**config.mk**
```make
export PLATFORM = sky130hd
export DESIGN_NAME = controle_busca
export DESIGN_NICKNAME = d
export VERILOG_FILES = /design/src/rtl/controle_busca.sv
export SDC_FILE = /design/constraint.sdc
export NUM_CORES = 1
export LEC_CHECK = 0
export ABC_AREA = 1
export CELL_PAD_IN_SITES_DETAIL_PLACEMENT = 1
export CELL_PAD_IN_SITES_GLOBAL_PLACEMENT = 2
export CORE_MARGIN = 2
export CORE_UTILIZATION = 34
export DETAILED_ROUTE_END_ITERATION = 6
export DONT_BUFFER_PORTS = 1
export GPL_TIMING_DRIVEN = 1
export PLACE_DENSITY = 0.88
export SLEW_MARGIN = 10
export SYNTH_ARGS = -nofsm -noshare
export SYNTH_HDL_FRONTEND = slang
export SYNTH_SLANG_ARGS = --single-unit
export TNS_END_PERCENT = 100
```
**constraint.sdc**
```tcl
create_clock -name clk -period 4.2 [get_ports clk]
set_input_delay 1.26 -clock clk [delete_from_list [all_inputs] [get_ports clk]]
set_output_delay 1.26 -clock clk [all_outputs]
set_load 0.1 [all_outputs]
```
**src/rtl/controle_busca.sv**
```systemverilog
// Fetch/PC sequencer: holds the PC, fetches over req/ack, decodes the next-PC select code.
// Optional macro PC_RETIRED_COUNT_EN adds the instr_retiradas retired-instruction counter.
module controle_busca #(
    parameter logic [31:0] PC_RESET      = 32'h0040_0000,
    parameter int          FETCH_TIMEOUT = 16
) (
    input  logic        clk,
    input  logic        reset,
    output logic        imem_req,
    output logic [31:0] imem_addr,
    input  logic        imem_ack,
    input  logic [31:0] imem_dado,
    output logic [31:0] instrucao,
    output logic [31:0] pc,
    output logic [31:0] pc_mais_4,
    output logic [31:0] jump_jal,
    output logic [31:0] beq_bne_bgez_bgezal,
    output logic [2:0]  chaves,
    input  logic [31:0] prox_pc,
`ifdef PC_RETIRED_COUNT_EN
    output logic [31:0] instr_retiradas,
`endif
    output logic        exec,
    output logic        halt,
    output logic        erro
);

    localparam int CNT_W = (FETCH_TIMEOUT > 1) ? $clog2(FETCH_TIMEOUT) : 1;
    localparam logic [CNT_W-1:0] CNT_LIM = CNT_W'(FETCH_TIMEOUT - 1);

    typedef enum logic [1:0] {
        ST_FETCH = 2'b00,
        ST_EXEC  = 2'b01,
        ST_HALT  = 2'b10,
        ST_ERRO  = 2'b11
    } estado_t;

    estado_t          estado_q, estado_d;
    logic [31:0]      pc_q, pc_d;
    logic [31:0]      instr_q, instr_d;
    logic [CNT_W-1:0] cnt_q, cnt_d;
    logic             ativo_q, ativo_d;
    logic             eh_syscall_s;

    function automatic logic [2:0] decodifica_chaves(input logic [31:0] ins);
        logic [2:0] sel;
        case (ins[31:26])
            6'b000010, 6'b000011: sel = 3'b001;
            6'b000100, 6'b000101, 6'b000001: sel = 3'b011;
            6'b000000: begin
                if ((ins[5:0] == 6'b001000) || (ins[5:0] == 6'b001001)) begin
                    sel = 3'b010;
                end else begin
                    sel = 3'b000;
                end
            end
            default: sel = 3'b000;
        endcase
        return sel;
    endfunction

    assign eh_syscall_s = (instr_q[31:26] == 6'b000000) && (instr_q[5:0] == 6'b001100);

    // State register and datapath flops; ativo_q keeps imem_req low until the first edge after reset.
    always_ff @(posedge clk or posedge reset) begin
        if (reset) begin
            estado_q <= ST_FETCH;
            pc_q     <= PC_RESET;
            instr_q  <= 32'h0000_0000;
            cnt_q    <= '0;
            ativo_q  <= 1'b0;
        end else begin
            estado_q <= estado_d;
            pc_q     <= pc_d;
            instr_q  <= instr_d;
            cnt_q    <= cnt_d;
            ativo_q  <= ativo_d;
        end
    end

    // Next-state logic: fetch handshake with timeout, single execute cycle, absorbing halt/error.
    always_comb begin
        estado_d = estado_q;
        pc_d     = pc_q;
        instr_d  = instr_q;
        cnt_d    = cnt_q;
        ativo_d  = 1'b1;
        case (estado_q)
            ST_FETCH: begin
                if (!ativo_q) begin
                    cnt_d = '0;
                end else if (imem_ack) begin
                    instr_d  = imem_dado;
                    cnt_d    = '0;
                    estado_d = ST_EXEC;
                end else if (cnt_q == CNT_LIM) begin
                    cnt_d    = '0;
                    estado_d = ST_ERRO;
                end else begin
                    cnt_d = cnt_q + {{(CNT_W-1){1'b0}}, 1'b1};
                end
            end
            ST_EXEC: begin
                pc_d = prox_pc;
                if (eh_syscall_s) begin
                    estado_d = ST_HALT;
                end else begin
                    estado_d = ST_FETCH;
                end
            end
            ST_HALT: estado_d = ST_HALT;
            ST_ERRO: estado_d = ST_ERRO;
            default: estado_d = ST_ERRO;
        endcase
    end

    // Moore outputs decoded from state and the latched instruction.
    always_comb begin
        imem_req = 1'b0;
        exec     = 1'b0;
        halt     = 1'b0;
        erro     = 1'b0;
        chaves   = 3'b100;
        case (estado_q)
            ST_FETCH: imem_req = ativo_q;
            ST_EXEC: begin
                exec   = 1'b1;
                chaves = decodifica_chaves(instr_q);
            end
            ST_HALT: halt = 1'b1;
            ST_ERRO: erro = 1'b1;
            default: erro = 1'b1;
        endcase
    end

    assign pc                  = pc_q;
    assign imem_addr           = pc_q;
    assign instrucao           = instr_q;
    assign pc_mais_4           = pc_q + 32'd4;
    assign jump_jal            = {pc_mais_4[31:28], instr_q[25:0], 2'b00};
    assign beq_bne_bgez_bgezal = pc_mais_4 + {{14{instr_q[15]}}, instr_q[15:0], 2'b00};

`ifdef PC_RETIRED_COUNT_EN
    logic [31:0] ret_q, ret_d;

    // Retired-instruction counter, one per execute cycle, wrapping.
    always_ff @(posedge clk or posedge reset) begin
        if (reset) begin
            ret_q <= 32'h0000_0000;
        end else begin
            ret_q <= ret_d;
        end
    end

    // Increment on every execute cycle, syscall included.
    always_comb begin
        if (estado_q == ST_EXEC) begin
            ret_d = ret_q + 32'd1;
        end else begin
            ret_d = ret_q;
        end
    end

    assign instr_retiradas = ret_q;
`endif

endmodule

```
## Word level (Yosys, flattened, before mapping)

Index checks and enable logic that the tools add are counted.

| word-level totals | value |
|---|---|
| bits in registers | 71 |
| bits in latches | 0 |
| bits in writable memories | 0 |
| ROM bits | 0 |
| input port bits | 67 |
| output and inout port bits | 199 |
| logic and storage cells | 45 |
| memories | 0 |

| operators by class | value |
|---|---|
| add/sub/neg operators | 3 |
| multipliers | 0 |
| div/mod/pow operators | 0 |
| order comparisons | 0 |
| equality and inequality tests | 14 |
| shift operators | 0 |
| muxes and demuxes | 15 |
| bitwise operators | 0 |
| reduce and logical (&&, ||, !) cells | 8 |

Operator list:

| kind | count |
|---|---|
| $add A32 B3 Y32 const B | 1 |
| $add A32 B32 Y32 | 1 |
| $eq A6 B4 Y1 const B | 3 |
| $eq A6 B2 Y1 const B | 2 |
| $eq A6 B3 Y1 const B | 2 |
| $mux W4 | 3 |
| $mux W2 | 5 |
| $pmux W2 S4 | 1 |
| $eq A6 B1 Y1 const B | 1 |
| $logic_not A6 Y1 | 1 |
| $pmux W2 S3 | 1 |
| $add A4 B1 Y4 const B | 1 |
| $eq A2 B2 Y1 const B | 2 |
| $eq A4 B4 Y1 const B | 1 |
| $mux W1 | 4 |
| $mux W3 | 1 |
| $ne A3 B3 Y1 const B | 1 |
| $reduce_and A3 Y1 | 1 |
| $reduce_or A3 Y1 | 1 |
| $eq A2 B1 Y1 const B | 1 |
| $logic_not A2 Y1 | 1 |
| $ne A2 B2 Y1 const B | 1 |
| $reduce_and A2 Y1 | 1 |
| $reduce_or A2 Y1 | 1 |
| 2 further kinds | 2 |

## Longest topological paths before layout

Gate-level depths: netlist of run 1.

| logic depth | value |
|---|---|
| word-level depth | 5 |
| depth in mapped cells | 21 |
| gate-level depth less buffers | 21 |

## Worst setup path after synthesis of run 1

OpenSTA, ideal clock, no wires.

| path | value |
|---|---|
| kind | register to output |
| start | register pc_q[2] (netlist: imem_addr[2]) |
| end | output beq_bne_bgez_bgezal[23] |
| arrival time | 6453 ps |
| required time | 2940 ps |
| setup slack | -3513 ps |
| cell stages (with the launch flop) | 18 |
| path buffers | 0 |
| cell sequence | dfrtp_1 inv_1 nor2_1 nand2_1 nor2_1 nand3_1 nor2_1 xor2_1 ha_1 nand2_1 inv_1 nand2_1 nand2_1 a21oi_1 nand2_1 nand2_1 nand2_1 xor2_1 |

| on the way | value |
|---|---|
| word-level cells in the longest chain between the ends | 2 |

RTL lines:

| what | RTL line | RTL |
|---|---|---|
| start: declaration | 39 | `logic [31:0] pc_q, pc_d;` |
| start signal: assignment | 74 | `pc_q <= pc_d;` |
| $add A32 B3 Y32 | 139 | `assign pc_mais_4 = pc_q + 32'd4;` |
| via pc_mais_4[2] | 15 | `output logic [31:0] pc_mais_4,` |
| $add A32 B32 Y32 | 141 | `assign beq_bne_bgez_bgezal = pc_mais_4 + {{14{instr_q[15]}}, instr_q[15:0], 2'b00};` |
| end: declaration | 17 | `output logic [31:0] beq_bne_bgez_bgezal,` |

The timed path passes the listed nets, and every way through them passes these cells.

## Final worst setup path of run 1

| path | value |
|---|---|
| start | register pc_q[3] (netlist: imem_addr[3]) |
| end | output beq_bne_bgez_bgezal[28] |

| on the way | value |
|---|---|
| word-level cells in the longest chain between the ends | 2 |

RTL lines:

| what | RTL line |
|---|---|
| $add A32 B3 Y32 | 139 |
| $add A32 B32 Y32 | 141 |

Every way passes these cells.

==> results of run 1 <==
## final cells by class
type	count	area, um^2	area share, %
clock buffer	9	225	2.28
clock inverter	7	80.1	0.811
inverter	102	397	4.02
multi-input combinational	605	5180	52.5
sequential	71	1850	18.8
tap	225	282	2.85
timing repair buffer	197	1850	18.8
## through the flow
stage	hold slack (ns)	util (%)
2_1_floorplan	0.485	-
5_1_grt	0.585	56.9
3_3_place_gp	0.505	48.3
6_report	0.559	56.9
3_5_place_dp	0.547	48.3
4_1_cts	0.563	54.9
## how the worst max path moves through the flow
stage	end	slack, ns	cells after the start
detailed placement	beq_bne_bgez_bgezal[30]	-0.17	15
global placement	beq_bne_bgez_bgezal[14]	-0.01	16
finish	beq_bne_bgez_bgezal[28]	-0.39	19
floorplan	beq_bne_bgez_bgezal[23]	-1.43	17
CTS	beq_bne_bgez_bgezal[31]	-0.22	18
global route	beq_bne_bgez_bgezal[28]	-0.48	19
## layer usage
layer	wire [um]	GRT usage (%)
met4	900	9.51
met1	10200	32.2
met3	1330	5.70
met5	0	0
met2	13400	49.6
## cells in the final DEF, fill, tap and decap left out, types with 4 or more instances in the layout
master      synthesis  layout
a21oi_1            40      12
a21oi_2             0      22
a21oi_4             0       6
buf_12              0      26
buf_4              68     159
buf_6               0      11
clkbuf_16           0       9
clkinvlp_4          0       4
dfrtp_1            70      13
dfrtp_2             0      55
ha_1               36      11
ha_2                0       6
ha_4                0      19
inv_1             101      83
inv_2               1      15
mux2_2             27      27
nand2_1           257     177
nand2_2             7      59
nand2_4             1      22
nand2_8             0       7
nand3_1            37      26
nand3_2             1       9
nand4_1            13      13
nor2_1             80      41
nor2_2              4      16
nor2_4              5      32
nor3_2              3       8
o21ai_0            29      21
o21ai_2             0       4
o21bai_1            6       5
xnor2_4             0       4
xor2_4              0      29
## sequential cells by signal (all words and copies together) (netlist names)
signal / cells
imem_addr: 32
instrucao: 32
cnt_q: 4
estado_q: 2
ativo_q: 1
## what timing repair did
action                                  CTS  global route
buffers inserted                         19            15
hold buffers                              0             0
endpoints found under the hold margin     0             0
gates resized for setup                 155            74
pin swaps                                58            61
endpoints found under the setup margin   24            23
## logic make-up after synthesis
logic type	synth area share (%)
AOI/OAI and AO/OA	6.97
xor gates and xnor gates	5.79
adders and majority gates	7.78
buffers and inverters	15.4
DFF	29.4
muxes	5.02
other	0.124
and+or+nand+nor	29.5
## report_power, final
| group | switching [mW] | internal (mW) | total [mW] |
|---|---|---|---|
| combinational | 0.0221 | 0.00172 | 0.0238 |
| sequential | 0.000402 | 0.684 | 0.684 |
| clock | 0.351 | 0.469 | 0.820 |
| total | 0.373 | 1.15 | 1.53 |
==> impl_metrics.json, run 1 <==
{
  "ir_drop_v": 0.000187,
  "vias_per_cell": 5.20,
  "status": "finished with violations",
  "first_pass_iters": 4,
  "synthArstFlopShare_pct": 100,
  "synth_seq_area_share_pct": 29.4,
  "crit_buf_inv": 2,
  "clock_latency_ns": 0.35,
  "place_area_um2": 8380,
  "cts_tree": "done",
  "hp-class": "reg2reg",
  "core_region_area_um2": 17400,
  "pin_count": 266,
  "num-fill-cells": 1988,
  "clockRootBuffer": "clkbuf_16",
  "drt_iter0_drc": 238,
  "skew_ns": 0.0110,
  "grt_setup_unrepaired": "true",
  "crit_path_max_incr_delay_ns": 0.40,
  "synth_top_area_share_pct": 28.9,
  "reg2reg_slack_ns": 1.30,
  "drc": 0,
  "synth.distinct_cells": 36,
  "syn-cell-area_um2": 6050,
  "dieArea_um2": 18900,
  "cts_inserted_buffers": 9,
  "instances_no_fill": 1216,
  "synth_cells": 855,
  "hold_viol": 0,
  "overflow": 0,
  "n_antenna_cell": 0,
  "crit_type": "reg2out",
  "fp.dieH_um": 137,
  "die_w_um": 137,
  "cap_violations": 0,
  "crit_arrival_ns": 3.33,
  "crit_required_ns": 2.94,
  "synth_warnings": 0,
  "postSynthAreaPerCell_um2": 7.08,
  "final_area_um2": 9880,
  "violations": "negative setup slack",
  "crit_family": "simple AND/OR/NAND/NOR gates",
  "synthTopCellsByCount": "nand2_1 (257), inv_1 (101), nor2_1 (80)",
  "area_growth_pct": 63.2,
  "critPathLaunch": "imem_addr[3]",
  "antenna_found_initial": 0,
  "cp-start-kind": "flop",
  "wl_per_cell_um": 21.3,
  "setup_tns_ns": -4.58,
  "synth_flop_cell": "dfrtp_1",
  "wirelength_um": 25800,
  "grt_pass1_wl_um": 39300,
  "drive_gt1_share_pct": 57.8,
  "worst_slack_ns": -0.394,
  "finalCritPeriodShare_pct": 109,
  "worst_pin_slew_ns": 1.12,
  "relSlewSlack_pct": 25.2,
  "ys_ff_latch": 71,
  "place_congestion": 0.933,
  "synth.area.top_cells": "dfrtp_1 (29%), nand2_1 (16%), buf_4 (8.4%)",
  "portBuffers": 0,
  "dp.final_hpwl_um": 19300,
  "r2r-end": "instrucao[13]",
  "hold-path-endpoint": "cnt_q[0]",
  "power.density_nw_per_um2": 155,
  "antenna_violating_nets_post_route": 0,
  "r2r_cells": 6,
  "htreeDepth": 3,
  "rows": 48,
  "dp_cells": 1166,
  "fmax_ghz": 0.218,
  "slowest_stage": "dfrtp_2",
  "crit_fanout": 4,
  "synth.most_common_cell": "nand2_1",
  "cts.reportedPaths.clkPinSlew_ns": 0.07,
  "hold_start": "cnt_q[0]",
  "crit_chain": "ha_4, nand2_4, inv_4, nand2_4, nor3_4, nand2_2, nor2_4, nand3_4, xor2_4, ha_4, nand2_2, o21ai_1, nand2_1, nand2_1, a21oi_2, nand2_1, nand2_2, nand2_4, buf_12",
  "start_util_pct": 34.9,
  "p_leak_nw": 5.15,
  "clockBufferDepth": 2,
  "fin_nets": 1090,
  "synth_edf_count": 0,
  "finalCriticalPeriod_ns": 4.59,
  "vias": 6325,
  "pre_cts_ws_ns": -0.165,
  "setup_viol": 22,
  "final_max_slew_viol_count": 0,
  "hold_depth": 1,
  "power_mw": 1.53,
  "end_kind": "output port",
  "r2r-start": "estado_q[1]",
  "grt_pass1_vias": 7068,
  "clock_sinks": 71,
  "synth_area_leader_cell": "dfrtp_1",
  "grt_max_degree": 50,
  "grt.total_usage_pct": 27.5
}
Note: power is estimated with default switching activity, not from simulation.
==> run 2: changes to the inputs <==
--- a/config.mk
+++ b/config.mk
@@ -6,10 +6,10 @@
 export NUM_CORES = 1
 export LEC_CHECK = 0
 export ABC_AREA = 1
-export CELL_PAD_IN_SITES_DETAIL_PLACEMENT = 1
-export CELL_PAD_IN_SITES_GLOBAL_PLACEMENT = 2
+export CELL_PAD_IN_SITES_DETAIL_PLACEMENT = 0
+export CELL_PAD_IN_SITES_GLOBAL_PLACEMENT = 1
 export CORE_MARGIN = 2
-export CORE_UTILIZATION = 34
+export CORE_UTILIZATION = 45
 export DETAILED_ROUTE_END_ITERATION = 6
 export DONT_BUFFER_PORTS = 1
 export GPL_TIMING_DRIVEN = 1
==> run 2 against run 1 <==
  * The run still ends with negative setup slack left
  * Die area down 24%
  * Core utilization up 16 points
  * Setup slack improved by 0.048 ns
  * Critical endpoint is now beq_bne_bgez_bgezal[25]
==> impl_metrics.json, run 2 (synthesis results as in run 1) <==
{
  "dr_wl_met3_um": 1280,
  "hold_depth": 1,
  "final_common_cell": "nand2_1",
  "rows": 42,
  "power_mw": 1.48,
  "antenna_violating_nets_post_route": 0,
  "hold_viol": 0,
  "drt_iter0_drc": 420,
  "relSlewSlack_pct": 25.4,
  "fp.dieH_um": 120,
  "place_congestion": 0.882,
  "pin_count": 266,
  "core_region_area_um2": 13200,
  "share_comb_of_total_power_pct": 1.5,
  "n_antenna_cell": 0,
  "status": "finished with violations",
  "fin_nets": 1068,
  "clockBufferDepth": 2,
  "grt_max_degree": 50,
  "clockRootBuffer": "clkbuf_16",
  "power.density_nw_per_um2": 154,
  "cp-start-kind": "flop",
  "skew_ns": 0.00790,
  "grt.total_usage_pct": 26.5,
  "hold-path-endpoint": "cnt_q[0]",
  "multi_input_area_um2": 5170,
  "seq_area_um2": 1850,
  "final_area_um2": 9570,
  "reg2reg_slack_ns": 1.34,
  "crit_fanout": 5,
  "clock_latency_ns": 0.34,
  "vias_per_cell": 5.35,
  "pre_cts_ws_ns": -0.0142,
  "crit_type": "reg2out",
  "start_util_pct": 45.9,
  "r2r_cells": 6,
  "first_pass_iters": 5,
  "clkPwrFrac_pct": 52.1,
  "post-route-util_pct": 72.6,
  "ctsHoldBuffers": 0,
  "hp-class": "reg2reg",
  "ir_drop_v": 0.000209,
  "dp.final_hpwl_um": 15200,
  "switching_share_pct": 22.1,
  "cts_tree": "done",
  "r2r-end": "instrucao[13]",
  "finalCritPeriodShare_pct": 108,
  "setup_viol": 19,
  "cts_inserted_buffers": 9,
  "wirelength_um": 20200,
  "dp_cells": 1093,
  "maxUsedRoutingLayer": "met4",
  "dieArea_um2": 14400,
  "worst_slack_ns": -0.347,
  "num-fill-cells": 933,
  "finalCriticalPeriod_ns": 4.55,
  "crit_buf_inv": 2,
  "antenna_found_initial": 0,
  "crit_required_ns": 2.94,
  "crit_chain": "buf_4, nand3_1, nor2_4, nand3_4, nor2_4, xor2_4, ha_1, nand2_1, nor2_1, nor2_1, inv_1, a21oi_2, nand4_1, nand2_8",
  "hold_start": "cnt_q[0]",
  "drive_gt1_share_pct": 54.9,
  "fmax_ghz": 0.220,
  "whs_ns": 0.544,
  "final_max_slew_viol_count": 0,
  "vias": 6121,
  "overflow": 0,
  "end_kind": "output port",
  "internal-power_mw": 1.15,
  "cts.reportedPaths.clkPinSlew_ns": 0.06,
  "grt_pass1_vias": 5985,
  "r2r-start": "estado_q[0]",
  "violations": "negative setup slack",
  "die_w_um": 120,
  "clock_sinks": 71,
  "crit_family": "simple AND/OR/NAND/NOR gates",
  "wl_met1_um": 7760,
  "layout_common_cells": "nand2_1 (180), buf_4 (144), inv_1 (85)",
  "grt_setup_unrepaired": "true",
  "worst_pin_slew_ns": 1.12,
  "area_growth_pct": 58.2,
  "slowest_stage": "dfrtp_2",
  "cap_violations": 0,
  "drc": 0,
  "p_seq_share_pct": 46.4,
  "portBuffers": 0,
  "crit_path_max_incr_delay_ns": 0.41,
  "met2RoutedLength_um": 10700,
  "crit_arrival_ns": 3.29,
  "place_area_um2": 8120,
  "setup_tns_ns": -3.85,
  "switchingPower_mw": 0.327,
  "htreeDepth": 3,
  "p_leak_nw": 5.08,
  "instances_no_fill": 1145,
  "grt_pass1_wl_um": 30100,
  "wl_per_cell_um": 17.7
}
-- run 2: cell count changes in the layout (fill, tap and decap cells not counted), moves of 4 or more --
cell     change
a21oi_1      +6
a21oi_2      -5
buf_4       -15
nand2_2      -8
nor2_1       +6
nor2_4       -4
o21ai_1      +4
-- run 2: how the worst max path moves through the flow --
stage / end / depth (start not counted) / from / slack (ns)
floorplan: beq_bne_bgez_bgezal[23] / 17 / imem_addr[2] / -1.43
global placement: beq_bne_bgez_bgezal[26] / 18 / imem_addr[3] / 0.05
detailed placement: beq_bne_bgez_bgezal[26] / 18 / imem_addr[3] / -0.01
CTS: beq_bne_bgez_bgezal[31] / 20 / imem_addr[3] / -0.23
global route: beq_bne_bgez_bgezal[23] / 19 / imem_addr[6] / -0.49
finish: beq_bne_bgez_bgezal[25] / 14 / imem_addr[3] / -0.35
-- run 2: timing repair --
| action | CTS | global route |
|---|---|---|
| pin swaps | 36 | 62 |
| setup buffers | 18 | 18 |
| resized for setup | 94 | 113 |
| endpoints found under the setup margin | 21 | 22 |
-- run 2: cell type report --
class	instances	share of cell area [%]
Sequential cell	71	19.4
Clock inverter	6	0.745
Inverter	102	4.14
Clock buffer	10	2.39
Tap cell	176	2.30
Timing Repair Buffer	175	17.0
Multi-Input combinational cell	605	54.0
-- run 2: power by group through the flow --
stage	combinational (mW)	sequential, mW	clock (mW)
after floorplan	0.0198	0.697	0
after global placement	0.0232	0.697	0
after detailed placement	0.0235	0.697	0
after CTS	0.0236	0.684	0.782
after global routing	0.0256	0.684	0.812
final	0.0226	0.685	0.768
-- run 2: metal layers --
metal | global-route usage (%) | up-vias
met4 | 7.57 | 0
met5 | 0 | -
li1 | - | 2855
met1 | 32.1 | 2950
met2 | 47.1 | 274
met3 | 5.85 | 42
